`src/rtl/ps_mac_pkg.sv`:
```
// Shared definitions for the precision-scalable digit-serial MAC.
//   state_t      : controller states
//   PREC_*       : prec field encodings (operand width select)
//   SGN_*        : sgn field encodings ({a_signed, b_signed})
//   eff_digits() : number of 2-bit digits for a prec value, clamped to max_w
//   mfu2()       : 2-bit x 2-bit multi-format multiplier slice
package ps_mac_pkg;

    typedef enum logic [1:0] {
        IDLE = 2'd0,
        MUL  = 2'd1,
        ACC  = 2'd2,
        OUT  = 2'd3
    } state_t;

    localparam logic [1:0] PREC_2B  = 2'b00;
    localparam logic [1:0] PREC_4B  = 2'b01;
    localparam logic [1:0] PREC_8B  = 2'b10;
    localparam logic [1:0] PREC_16B = 2'b11;

    localparam logic [1:0] SGN_UU = 2'b00;
    localparam logic [1:0] SGN_US = 2'b01;
    localparam logic [1:0] SGN_SU = 2'b10;
    localparam logic [1:0] SGN_SS = 2'b11;

    // Digits per operand: W/2 with W = min(2 << prec, max_w).
    function automatic int eff_digits(input logic [1:0] prec, input int max_w);
        int w;
        w = 2 << prec;
        if (w > max_w) w = max_w;
        return w / 2;
    endfunction

    // sel = {x_signed, y_signed}. Product range is -6..9, fits 5 bits signed.
    function automatic logic signed [4:0] mfu2(input logic [1:0] x,
                                               input logic [1:0] y,
                                               input logic [1:0] sel);
        logic signed [2:0] xs;
        logic signed [2:0] ys;
        logic signed [5:0] p;
        xs = {sel[1] & x[1], x};
        ys = {sel[0] & y[1], y};
        p  = xs * ys;
        return p[4:0];
    endfunction

endpackage

```
`src/rtl/ps_mac_if.sv`:
```
// Operand/result handshake bundle for ps_mac_seq.
//   in_valid/in_ready   : operand pair handshake (a, b, prec, sgn, acc_clr, last)
//   out_valid/out_ready : result handshake (acc_out)
// master = operand source / result sink, slave = the MAC.
interface ps_mac_if #(
    parameter int MAX_W = 8,
    parameter int ACC_W = 32
);
    logic             in_valid;
    logic             in_ready;
    logic [MAX_W-1:0] a;
    logic [MAX_W-1:0] b;
    logic [1:0]       prec;
    logic [1:0]       sgn;
    logic             acc_clr;
    logic             last;
    logic             out_valid;
    logic             out_ready;
    logic [ACC_W-1:0] acc_out;

    modport master (
        output in_valid, a, b, prec, sgn, acc_clr, last, out_ready,
        input  in_ready, out_valid, acc_out
    );

    modport slave (
        input  in_valid, a, b, prec, sgn, acc_clr, last, out_ready,
        output in_ready, out_valid, acc_out
    );
endinterface

```
`src/rtl/ps_digit_row.sv`:
```
// Combinational row product: A x one 2-bit digit of B.
//   a            : operand A (only digits below n_digits are used)
//   digit        : current 2-bit digit of B
//   a_signed     : A is two's complement (affects its top active digit only)
//   digit_signed : digit is the signed top digit of B
//   n_digits     : active digit count D
//   row          : signed row product, sign-extended to MAX_W+3 bits
module ps_digit_row
    import ps_mac_pkg::*;
#(
    parameter int MAX_W = 8
) (
    input  logic [MAX_W-1:0]         a,
    input  logic [1:0]               digit,
    input  logic                     a_signed,
    input  logic                     digit_signed,
    input  logic [$clog2(MAX_W)-1:0] n_digits,
    output logic signed [MAX_W+2:0]  row
);
    localparam int ND  = MAX_W / 2;
    localparam int RW  = MAX_W + 3;
    localparam int J_W = $clog2(MAX_W);

    logic signed [4:0] slice_p [ND];

    for (genvar i = 0; i < ND; i++) begin : g_slice
        logic       active;
        logic       top;
        logic [1:0] a_dig;
        assign active = (J_W'(i) < n_digits);
        assign top    = (J_W'(i) == n_digits - 1'b1);
        // Digits beyond the selected width contribute nothing.
        assign a_dig  = active ? a[2*i +: 2] : 2'b00;
        assign slice_p[i] = mfu2(a_dig, digit, {a_signed & top, digit_signed});
    end

    always_comb begin
        row = '0;
        for (int i = 0; i < ND; i++) begin
            row = row + (RW'(slice_p[i]) <<< (2 * i));
        end
    end

endmodule

```
`src/rtl/ps_mac_seq.sv`:
```
// Precision-scalable digit-serial multiply-accumulate unit.
// One 2-bit digit of B is multiplied against all of A per cycle; after D
// digits the product is added into a wrapping dot-product accumulator.
//   clk : rising-edge clock
//   rst : asynchronous active-high reset
//   bus : ps_mac_if slave (operand handshake in, result handshake out)
module ps_mac_seq
    import ps_mac_pkg::*;
#(
    parameter int MAX_W = 8,
    parameter int ACC_W = 32
) (
    input  logic    clk,
    input  logic    rst,
    ps_mac_if.slave bus
);
    localparam int PW  = 2 * MAX_W + 2;
    localparam int J_W = $clog2(MAX_W);

    state_t                  state_q;
    state_t                  state_d;
    logic [MAX_W-1:0]        a_q;
    logic [MAX_W-1:0]        b_q;
    logic [1:0]              sgn_q;
    logic                    clr_q;
    logic                    last_q;
    logic [J_W-1:0]          nd_q;
    logic [J_W-1:0]          j_q;
    logic signed [PW-1:0]    partial_q;
    logic signed [ACC_W-1:0] acc_q;
    logic signed [ACC_W-1:0] partial_ext;
    logic signed [MAX_W+2:0] row;
    logic [1:0]              b_dig;
    logic                    last_dig;
    logic                    in_ready;
    logic                    out_valid;

    assign last_dig    = (j_q == nd_q - 1'b1);
    assign b_dig       = 2'(b_q >> {j_q, 1'b0});
    assign partial_ext = ACC_W'(partial_q);

    // Only the top digit of B carries the sign when B is signed.
    ps_digit_row #(.MAX_W(MAX_W)) u_row (
        .a            (a_q),
        .digit        (b_dig),
        .a_signed     (sgn_q[1]),
        .digit_signed (sgn_q[0] & last_dig),
        .n_digits     (nd_q),
        .row          (row)
    );

    always_comb begin
        state_d   = state_q;
        in_ready  = 1'b0;
        out_valid = 1'b0;
        unique case (state_q)
            IDLE: begin
                in_ready = 1'b1;
                if (bus.in_valid) state_d = MUL;
            end
            MUL: begin
                if (last_dig) state_d = ACC;
            end
            ACC: begin
                state_d = last_q ? OUT : IDLE;
            end
            OUT: begin
                out_valid = 1'b1;
                if (bus.out_ready) state_d = IDLE;
            end
            default: state_d = IDLE;
        endcase
    end

    always_ff @(posedge clk or posedge rst) begin
        if (rst) begin
            state_q <= IDLE;
        end else begin
            state_q <= state_d;
        end
    end

    always_ff @(posedge clk or posedge rst) begin
        if (rst) begin
            a_q       <= '0;
            b_q       <= '0;
            sgn_q     <= '0;
            clr_q     <= 1'b0;
            last_q    <= 1'b0;
            nd_q      <= '0;
            j_q       <= '0;
            partial_q <= '0;
            acc_q     <= '0;
        end else begin
            unique case (state_q)
                IDLE: begin
                    if (bus.in_valid) begin
                        a_q       <= bus.a;
                        b_q       <= bus.b;
                        sgn_q     <= bus.sgn;
                        clr_q     <= bus.acc_clr;
                        last_q    <= bus.last;
                        nd_q      <= J_W'(eff_digits(bus.prec, MAX_W));
                        j_q       <= '0;
                        partial_q <= '0;
                    end
                end
                MUL: begin
                    partial_q <= partial_q + (PW'(row) <<< {j_q, 1'b0});
                    j_q       <= j_q + 1'b1;
                end
                ACC: begin
                    // Wraps modulo 2^ACC_W by construction.
                    if (clr_q) acc_q <= partial_ext;
                    else       acc_q <= acc_q + partial_ext;
                end
                default: ;
            endcase
        end
    end

    assign bus.in_ready  = in_ready;
    assign bus.out_valid = out_valid;
    assign bus.acc_out   = acc_q;

endmodule

```
`src/flat_wrapper.sv`:
```
// flat-port wrapper written by rule: the top's interface ports become plain ports
module ps_mac_seq_flat import ps_mac_pkg::*;
#(
    parameter int MAX_W = 8,
    parameter int ACC_W = 32
)
  (clk, rst, bus_in_valid, bus_a, bus_b, bus_prec, bus_sgn, bus_acc_clr, bus_last, bus_out_ready, bus_in_ready, bus_out_valid, bus_acc_out);
  ps_mac_if #(.MAX_W(MAX_W), .ACC_W(ACC_W)) bus_i ();
  input  logic clk;
  input  logic rst;
  input wire logic [$bits(bus_i.in_valid)-1:0] bus_in_valid;
  input wire logic [$bits(bus_i.a)-1:0] bus_a;
  input wire logic [$bits(bus_i.b)-1:0] bus_b;
  input wire logic [$bits(bus_i.prec)-1:0] bus_prec;
  input wire logic [$bits(bus_i.sgn)-1:0] bus_sgn;
  input wire logic [$bits(bus_i.acc_clr)-1:0] bus_acc_clr;
  input wire logic [$bits(bus_i.last)-1:0] bus_last;
  input wire logic [$bits(bus_i.out_ready)-1:0] bus_out_ready;
  output wire logic [$bits(bus_i.in_ready)-1:0] bus_in_ready;
  output wire logic [$bits(bus_i.out_valid)-1:0] bus_out_valid;
  output wire logic [$bits(bus_i.acc_out)-1:0] bus_acc_out;
  assign bus_i.in_valid = bus_in_valid;
  assign bus_i.a = bus_a;
  assign bus_i.b = bus_b;
  assign bus_i.prec = bus_prec;
  assign bus_i.sgn = bus_sgn;
  assign bus_i.acc_clr = bus_acc_clr;
  assign bus_i.last = bus_last;
  assign bus_i.out_ready = bus_out_ready;
  assign bus_in_ready = bus_i.in_ready;
  assign bus_out_valid = bus_i.out_valid;
  assign bus_acc_out = bus_i.acc_out;
  ps_mac_seq #(.MAX_W(MAX_W), .ACC_W(ACC_W)) u_core (.clk(clk), .rst(rst), .bus(bus_i));
endmodule
```
`config.mk`:
```
export PLATFORM = sky130hd
export DESIGN_NAME = ps_mac_seq_flat
export DESIGN_NICKNAME = d
export VERILOG_FILES = /design/src/rtl/ps_mac_pkg.sv /design/src/rtl/ps_mac_if.sv /design/src/rtl/ps_digit_row.sv /design/src/rtl/ps_mac_seq.sv /design/src/flat_wrapper.sv
export SDC_FILE = /design/constraint.sdc
export NUM_CORES = 1
export LEC_CHECK = 0
export BUFFER_PORTS_ARGS = -buffer_cell sky130_fd_sc_hd__buf_2
export CORE_MARGIN = 5
export CORE_UTILIZATION = 41
export CTS_BUF_LIST = sky130_fd_sc_hd__clkbuf_2
export CTS_CLUSTER_SIZE = 8
export DETAILED_ROUTE_END_ITERATION = 10
export PLACE_DENSITY_LB_ADDON = 0.08
export SYNTH_ARGS = -nofsm -noshare
export SYNTH_HDL_FRONTEND = slang
export SYNTH_HIERARCHICAL = 1
export SYNTH_SLANG_ARGS = --single-unit
```
`constraint.sdc`:
```
create_clock -name clk -period 10 [get_ports clk]
set_clock_uncertainty 0.05 [all_clocks]
set_input_delay 0 -clock clk [delete_from_list [all_inputs] [get_ports clk]]
set_output_delay 0 -clock clk [all_outputs]
set_load 0.1 [all_outputs]
```
==> run metrics, run 1 <==
run status=complete, no violations; CTS buffer count=9; final hold vios=0; Final #Nets=1056; sequential fraction of the synthesis area=25.8%; DPL Wire Length=14100 um; number of synthesized flops with an enable pin=0; Synth Warn #=6; CTS Sinks=78; post-CTS setup repair buffer count=0; core area=18000 um2; fillers=1808; startpoint types=flop; via count=6365; Die X=146 um; CP peak stage delay=590 ps; Max stage delay cell, worst path=dfrtp_1; Syn Area/Cell=8.63 um2; CTS HTree Levels=3; crit path buf inv count=5; Via density=5.44; Final Max Slew Viols=0; first-pass GRT wire length=31300 um; drc violations=0; minimum clock period=9360 ps; Post-Syn Instances=875; DR WL/cell=16.0 um; pre-CTS setup slack=754 ps; cell with the most instances after synthesis=nand2_1; Slew @ Worst Pin=1120 ps; Worst Path Required=10390 ps; DRT Wirelength=18700 um; Synth Register Bits=78; Resized cells post-CTS=0; layout cell share with drive strength beyond 1=13.0%; Die ar.=21200 um2; Register Area=1950 um2; Slew HR=25.2%; most frequent CP cell=ha_1; initial antenna violation count=2; Synth area leader=dfrtp_1; Setup TNS=0 ps; Synth Cell Area=7550 um2; global route total overflow=0; CTS tree=done; Antenna Nets Post-Route=0; Setup violations, final=0; Initial DRT Pass Iterations=4; CP top delay family=adder cells; GRT Util Overall=17.7%; largest net degree at the start of global routing=79; utilization after layout=46.5%; dominant cells by area after synthesis=dfrtp_1, ha_1, fa_1; CTS root buf=clkbuf_2; HP Class=in -> reg; Final period util=93.6%; row count=49; PortBufs=59; Clock Path Buffers=2; ys flop type=dfrtp_1; die height=146 um; area of the multi-input gates=5230 um2; crit-path max FO=10; syn_nets=996; setup slack after layout=637 ps; Initial Util=41.9%; 1st-iter DRT viols=365; Reg clk slew, reported paths=230 ps; Syn-to-layout area delta=11.1%; number of global-route vias before repair=6359; Top-Level Pins=60; CP endpoint kind=flop; Synth async-reset ratio=100%; crit path kind=reg -> reg; maxcap violations=0; Worst Path Arrival=9760 ps; Fmax=107 MHz; post-synth top area share=25.8%; GP Congestion=0.866; Distinct cells, synth=62; RSZ-0062 raised after global routing=false; clock insertion delay at the later pin of the skew report=580 ps; most common library cells after synthesis=nand2_1, dfrtp_1, ha_1
==> logic make-up after synthesis <==
logic type | count (synthesis) | share of synthesized area (%)
xor+xnor | 67 | 8.15
buf+inv | 99 | 4.92
mux | 51 | 7.82
fa+ha+maj | 95 | 17.5
simple gates | 243 | 15.0
compound gates | 242 | 20.7
flops | 78 | 25.8
==> metal layers <==
| layer | wire (um) | global-route usage, % | vias up | share of wire [%] |
|---|---|---|---|---|
| li1 | - | - | 3228 | - |
| met1 | 9010 | 23.6 | 3024 | 48 |
| met2 | 8900 | 29.9 | 95 | 47 |
| met3 | 579 | 2.12 | 18 | 3.1 |
| met4 | 253 | 5.60 | 0 | 1.3 |
| met5 | 0 | 0 | - | 0 |
==> flip-flops by register name, summed over array words and instances (netlist names), 2 cells and up <==
register and flops:
u_core/a_q 8, u_core/b_q 8, u_core/nd_q 3, u_core/sgn_q 2
u_core/partial_q 18, u_core/bus.acc_out 32, u_core/state_q 2, u_core/j_q 3
==> worst paths after layout <==
check,start,endpoint,slack [ps],cells after the start
setup / recovery,u_core/nd_q[0],u_core/partial_q[14],640,37
hold / removal,bus_a[6],u_core/a_q[6],120,3
setup reg to reg,u_core/nd_q[0],u_core/partial_q[14],640,37
hold reg to reg,u_core/b_q[6],u_core/b_q[6],480,1
max in group asynchronous,rst,u_core/partial_q[0],9000,4
min in group asynchronous,rst,u_core/bus.acc_out[27],210,4
==> cells in the final DEF, fill, tap and decap left out, drive strengths merged, types with 5 or more instances in the layout <==
master       netlist  layout
mux2i             23      23
nand3             17      17
o21bai             8       8
o21a               9       9
ha                77      77
nor3              16      16
o22ai             12      12
dlygate4sd3        0      25
nand2b            12      12
and2               9       9
nand2             90      90
dfrtp             78      78
nand4              6       6
clkbuf            35      10
o211ai             5       5
xor2              26      26
fa                18      18
nor2b             13      13
o21ai             61      61
a221o              6       6
or3                6       6
and3               8       8
nor2              57      57
a21o              32      32
a211oi             6       6
a31oi              7       7
xnor2             40      40
inv               58      57
o31ai              6       6
a21oi             61      61
buf                6      65
mux2              24      24
==> final cells by class <==
type,count,area share (%)
diodes,2,0.0597
clock buffers,10,0.597
clock inverters,5,0.612
inverters,58,2.61
multi-input cells,698,62.4
flip-flops and latches,78,23.3
well taps,229,3.42
repair buffers,90,7.04
==> per-stage QoR <==
step	hold slack (ps)	std cells	area [um2]
floorplan	97.5	875	7550
global placement	182	1128	8030
detailed placement	186	1128	8030
CTS	58.3	1168	8380
global route	60.4	1170	8390
finish	118	1170	8390
==> worst register-to-register path, delay by kind of cell, from the launching register on <==
family	cells	cell delay, ps
AO/OA/AOI/OAI	9	1820
XOR/XNOR	8	1430
adder cells (fa/ha/maj)	8	2760
buffers and inverters	5	550
flip-flops	1	590
multiplexers	1	490
AND/OR/NAND/NOR	6	1520
==> repair_timing <==
action | CTS | global route
endpoints found under the setup margin | 0 | 0
hold buffers | 25 | 0
hold endpoints to repair | 103 | 0
Power of run 1 is left out: the tool's default activity adds up to more than one toggle a clock period on the data nets, which glitch-free logic cannot reach.
==> run 2: changes to the inputs <==
--- a/config.mk
+++ b/config.mk
@@ -12,6 +12,7 @@
 export CTS_CLUSTER_SIZE = 8
 export DETAILED_ROUTE_END_ITERATION = 10
 export PLACE_DENSITY_LB_ADDON = 0.08
+export RECOVER_POWER = 100
 export SYNTH_ARGS = -nofsm -noshare
 export SYNTH_HDL_FRONTEND = slang
 export SYNTH_HIERARCHICAL = 1
==> run metrics, run 2 (synthesis gave the netlist of run 1 again) <==
core area=18000 um2 (unchanged); run status=finished with violations; Reg2Reg Depth=37 (unchanged); cell area after layout=8330 um2 (-0.70%); Die ar.=21200 um2 (unchanged); Slew @ Worst Pin=4450 ps (+3330 ps); row count=49 (unchanged); largest net degree at the start of global routing=79 (unchanged); Levels on crit path=37 (unchanged); Worst R2R Setup Slack=540 ps (-100 ps); Worst Path Arrival=9850 ps (+90 ps); CTS tree=done; DRT Wirelength=18700 um (about the same); Clock Path Buffers=2 (unchanged); RSZ-0062 raised after global routing=false; Reg clk slew, reported paths=230 ps (about the same); utilization after layout=46.2% (-0.33 points); CTS Sinks=78 (unchanged); PortBufs=59 (unchanged); Syn-to-layout area delta=10.3%; crit-path max FO=10 (unchanged); Antenna Nets Post-Route=0 (unchanged); initial antenna violation count=2 (unchanged); Via density=5.42 (-0.30%); Area after DPL=8030 um2 (unchanged); number of global-route vias before repair=6359 (unchanged); CTS buffer count=9 (unchanged); DR WL/cell=16.0 um (about the same); crit path kind=reg -> reg; Resized cells post-CTS=0 (unchanged); via count=6346 (-0.30%); Initial Util=41.9% (unchanged); crit path buf inv count=5 (unchanged); 1st-iter DRT viols=362 (-0.82%); Max stage delay cell, worst path=dfrtp_1; timing endpoint of the critical path=u_core/partial_q[14]; first-pass GRT wire length=31300 um (unchanged); global route total overflow=0 (unchanged); die height=146 um (unchanged); CTS HTree Levels=3 (unchanged); CP peak stage delay=590 ps (about the same); final hold vios=0 (unchanged); crit path from=u_core/nd_q[0]; Setup TNS=0 ps (unchanged); layout cell share with drive strength beyond 1=8.84% (-4.2 points); Reg2Reg Capture Point=u_core/partial_q[14]; Hold WS=116 ps (-2.01 ps); Setup violations, final=0 (unchanged); CTS root buf=clkbuf_2; Worst Path Required=10390 ps (about the same); most frequent cells in the layout=nand2_1, dfrtp_1, ha_1; startpoint types=flop; Reg2Reg Launch Point=u_core/nd_q[0]; CP endpoint kind=flop; Top-Level Pins=60 (unchanged); minimum clock period=9460 ps (+102 ps); Initial DRT Pass Iterations=5 (+1); Final Max Slew Viols=176 (+176); Slew HR=-197% (-220 points); GP Congestion=0.866 (unchanged); CP top delay family=adder cells; Hold Path Depth=3 (unchanged); Fmax=106 MHz (-1.1%); clock insertion delay at the later pin of the skew report=580 ps (about the same); post-CTS setup repair buffer count=0 (unchanged); failing checks=max-capacitance violations, max-slew violations; DPL Wire Length=14100 um (unchanged); commonest non-fill, non-tap cell in the layout=nand2_1; most frequent CP cell=ha_1; maxcap violations=3 (+3); Final period util=94.6% (+1.0 points); drc violations=0 (unchanged); Die X=146 um (unchanged); GRT Util Overall=17.7% (unchanged); max reg flops=32 (unchanged); Final #Nets=1056 (unchanged); HP Class=in -> reg
-- run 2: cell count changes in the layout (fill, tap and decap cells not counted), sizes merged --
cell      change
clkbuf       +36
buf          -36
clkinvlp      +1
clkinv        -1
-- run 2: stage by stage --
step | worst slack (ps) | std cells
finish | 535 | 1170
global route | 123 | 1170
CTS | 682 | 1168
detailed placement | 754 | 1128
global placement | 1120 | 1128
floorplan | 1300 | 875
-- run 2: worst min path at each step --
stage	startpoint	to
after detailed placement	bus_a[3]	u_core/a_q[3]
after floorplan	bus_prec[0]	u_core/nd_q[1]
after global placement	bus_sgn[1]	u_core/sgn_q[1]
after CTS	bus_a[6]	u_core/a_q[6]
final	bus_a[6]	u_core/a_q[6]
after global routing	bus_a[4]	u_core/a_q[4]
-- run 2: worst register-to-register path: cells and delay by family (launching register included) --
kind | cells | cell delay (ps)
flops | 1 | 590
xor+xnor | 8 | 1470
buf+inv | 5 | 570
mux | 1 | 490
simple gates | 6 | 1540
compound gates | 9 | 1830
fa+ha+maj | 8 | 2770
-- run 2: routing by layer --
layer  vias up  part of all wire (%)  global-route usage [%]
met5         -                     0                       0
met4         0                   1.3                    5.60
met3        18                   3.0                    2.12
met2        87                    47                    29.9
met1      3015                    48                    23.6
li1       3226                     -                       -
-- run 2: cell type report --
class	count	area, um2
repair buffers	90	543
clock inverters	5	51.3
multi-input cells	698	5220
diodes	2	5.00
fillers	1822	9700
inverters	58	219
flip-flops and latches	78	1950
well taps	229	287
clock buffers	10	50.0
-- run 2: repair_timing --
action / in CTS / in global routing
setup endpoints to repair: 0 / 0
endpoints found under the hold margin: 103 / 0
hold buffers: 25 / 0
Power of run 2 is left out for the same reason.
==> run 3: changes to the inputs <==
--- a/config.mk
+++ b/config.mk
@@ -8,9 +8,9 @@
 export BUFFER_PORTS_ARGS = -buffer_cell sky130_fd_sc_hd__buf_2
 export CORE_MARGIN = 5
 export CORE_UTILIZATION = 41
-export CTS_BUF_LIST = sky130_fd_sc_hd__clkbuf_2
 export CTS_CLUSTER_SIZE = 8
 export DETAILED_ROUTE_END_ITERATION = 10
+export GPL_ROUTABILITY_DRIVEN = 1
 export PLACE_DENSITY_LB_ADDON = 0.08
 export RECOVER_POWER = 100
 export SYNTH_ARGS = -nofsm -noshare
==> constraint.sdc (replaced) <==
create_clock -name clk -period 10 [get_ports clk]
set_clock_uncertainty 0.05 [all_clocks]
set_input_delay 0 -clock clk [delete_from_list [all_inputs] [get_ports clk]]
set_output_delay 0 -clock clk [all_outputs]
set_load 0.05 [all_outputs]
==> run metrics, run 3 (synthesis gave the netlist of run 1 again) <==
via count=6370 (+0.38%); failing checks=max-capacitance violations, max-slew violations; number of global-route vias before repair=6362 (+0.047%); startpoint types=flop; DR WL/cell=16.0 um (-0.26%); Fmax=106 MHz (+0.14%); CP peak stage delay=550 ps (-40 ps); crit path kind=reg -> reg; crit path from=u_core/nd_q[0]; crit-path max FO=10 (unchanged); drc violations=0 (unchanged); Reg2Reg Launch Point=u_core/nd_q[0]; Resized cells post-CTS=0 (unchanged); Top-Level Pins=60 (unchanged); layout cell share with drive strength beyond 1=8.94% (+0.097 points); post-CTS setup repair buffer count=0 (unchanged); Reg2Reg Capture Point=u_core/partial_q[14]; Worst R2R Setup Slack=550 ps (about the same); Clock Path Buffers=2 (unchanged); minimum clock period=9450 ps (-13.0 ps); DRT Wirelength=18700 um (-0.26%); initial antenna violation count=1 (-1); Syn-to-layout area delta=13.0%; max reg flops=32 (unchanged); Max stage delay cell, worst path=fa_1; row count=49 (unchanged); GP Congestion=0.866 (unchanged); Setup violations, final=0 (unchanged); Slew HR=-196% (+0.78 points); Antenna Nets Post-Route=0 (unchanged); Die X=146 um (unchanged); largest net degree at the start of global routing=79 (unchanged); PortBufs=59 (unchanged); most frequent cells in the layout=nand2_1, dfrtp_1, ha_1; CTS root buf=clkbuf_16; first-pass GRT wire length=31500 um (+0.38%); Reg clk slew, reported paths=60 ps (-170 ps); most frequent CP cell=ha_1; CTS Sinks=78 (unchanged); Setup TNS=0 ps (unchanged); CP endpoint kind=flop; CTS tree=done; 1st-iter DRT viols=399 (+10%); Worst Path Required=10130 ps (-260 ps); final hold vios=0 (unchanged); Die ar.=21200 um2 (unchanged); Initial DRT Pass Iterations=5 (unchanged); Initial Util=41.9% (unchanged); core area=18000 um2 (unchanged); RSZ-0062 raised after global routing=false; GRT Util Overall=17.8% (+0.072 points); Via density=5.44 (+0.38%); Worst Path Arrival=9580 ps (-270 ps); maxcap violations=3 (unchanged); Final Max Slew Viols=176 (unchanged); Final #Nets=1057 (+0.095%); HP Class=in -> reg; CTS HTree Levels=3 (unchanged); clock insertion delay at the later pin of the skew report=340 ps (-240 ps); Reg2Reg Depth=37 (unchanged); global route total overflow=0 (unchanged); commonest non-fill, non-tap cell in the layout=nand2_1; run status=finished with violations; timing endpoint of the critical path=u_core/partial_q[14]; Slew @ Worst Pin=4440 ps (-11.7 ps); Final period util=94.5% (-0.13 points); CTS buffer count=9 (unchanged); DPL Wire Length=14100 um (unchanged); die height=146 um (unchanged)
## run 3: changes by cell type in the layout (fill, tap and decap cells not counted), sizes merged
cell         before  now
dlygate4sd3      25   26
clkbuf           46   47
clkinv            3    2
diode             2    1
## run 3: worst min path at each step
stage | from | endpoint | slack [ps] | depth (start not counted)
after floorplan | bus_prec[0] | u_core/nd_q[1] | 100 | 2
after global placement | bus_sgn[1] | u_core/sgn_q[1] | 180 | 2
after detailed placement | bus_a[3] | u_core/a_q[3] | 190 | 2
after CTS | bus_b[2] | u_core/b_q[2] | 360 | 3
after global routing | bus_a[4] | u_core/a_q[4] | 370 | 3
final | bus_b[2] | u_core/b_q[2] | 370 | 3
## run 3: metrics by stage
step / area (um2) / utilization, % / setup WS, ps / hold slack [ps] / std cells
2_1_floorplan: 7550 / - / 1300 / 97.5 / 875
3_3_place_gp: 8030 / 44.5 / 1120 / 182 / 1128
3_5_place_dp: 8030 / 44.5 / 754 / 186 / 1128
4_1_cts: 8580 / 47.6 / 715 / 357 / 1169
5_1_grt: 8530 / 47.3 / 137 / 373 / 1170
6_report: 8530 / 47.3 / 548 / 367 / 1170
## run 3: routing by layer
metal  global-route usage (%)  part of all wire [%]  vias up
met5                        0                     0        -
met3                     2.74                   3.1       12
li1                         -                     -     3234
met2                     30.0                    48      100
met1                     23.9                    48     3024
met4                     4.34                   1.0        0
## run 3: critical path, delay by kind of cell (launching register included)
family                     cells  cell delay (ps)
AOI/OAI and AO/OA              9             1810
xor gates and xnor gates       8             1460
adders and majority gates      8             2760
buffers and inverters          5              580
DFF                            1              530
muxes                          1              490
and+or+nand+nor                6             1580
## run 3: layout make-up
class / count / area [um2]
Antenna cell: 1 / 2.50
Clock buffer: 11 / 243
Clock inverter: 4 / 47.5
Fill cell: 1799 / 9490
Inverter: 58 / 219
Multi-Input combinational cell: 698 / 5230
Sequential cell: 78 / 1950
Tap cell: 229 / 287
Timing Repair Buffer: 91 / 553
## run 3: repair_timing
action                     4_1_cts  5_1_grt
hold endpoints to repair       103        0
setup endpoints to repair        0        0
hold buffers                    26        0
Power of run 3 is left out for the same reason.
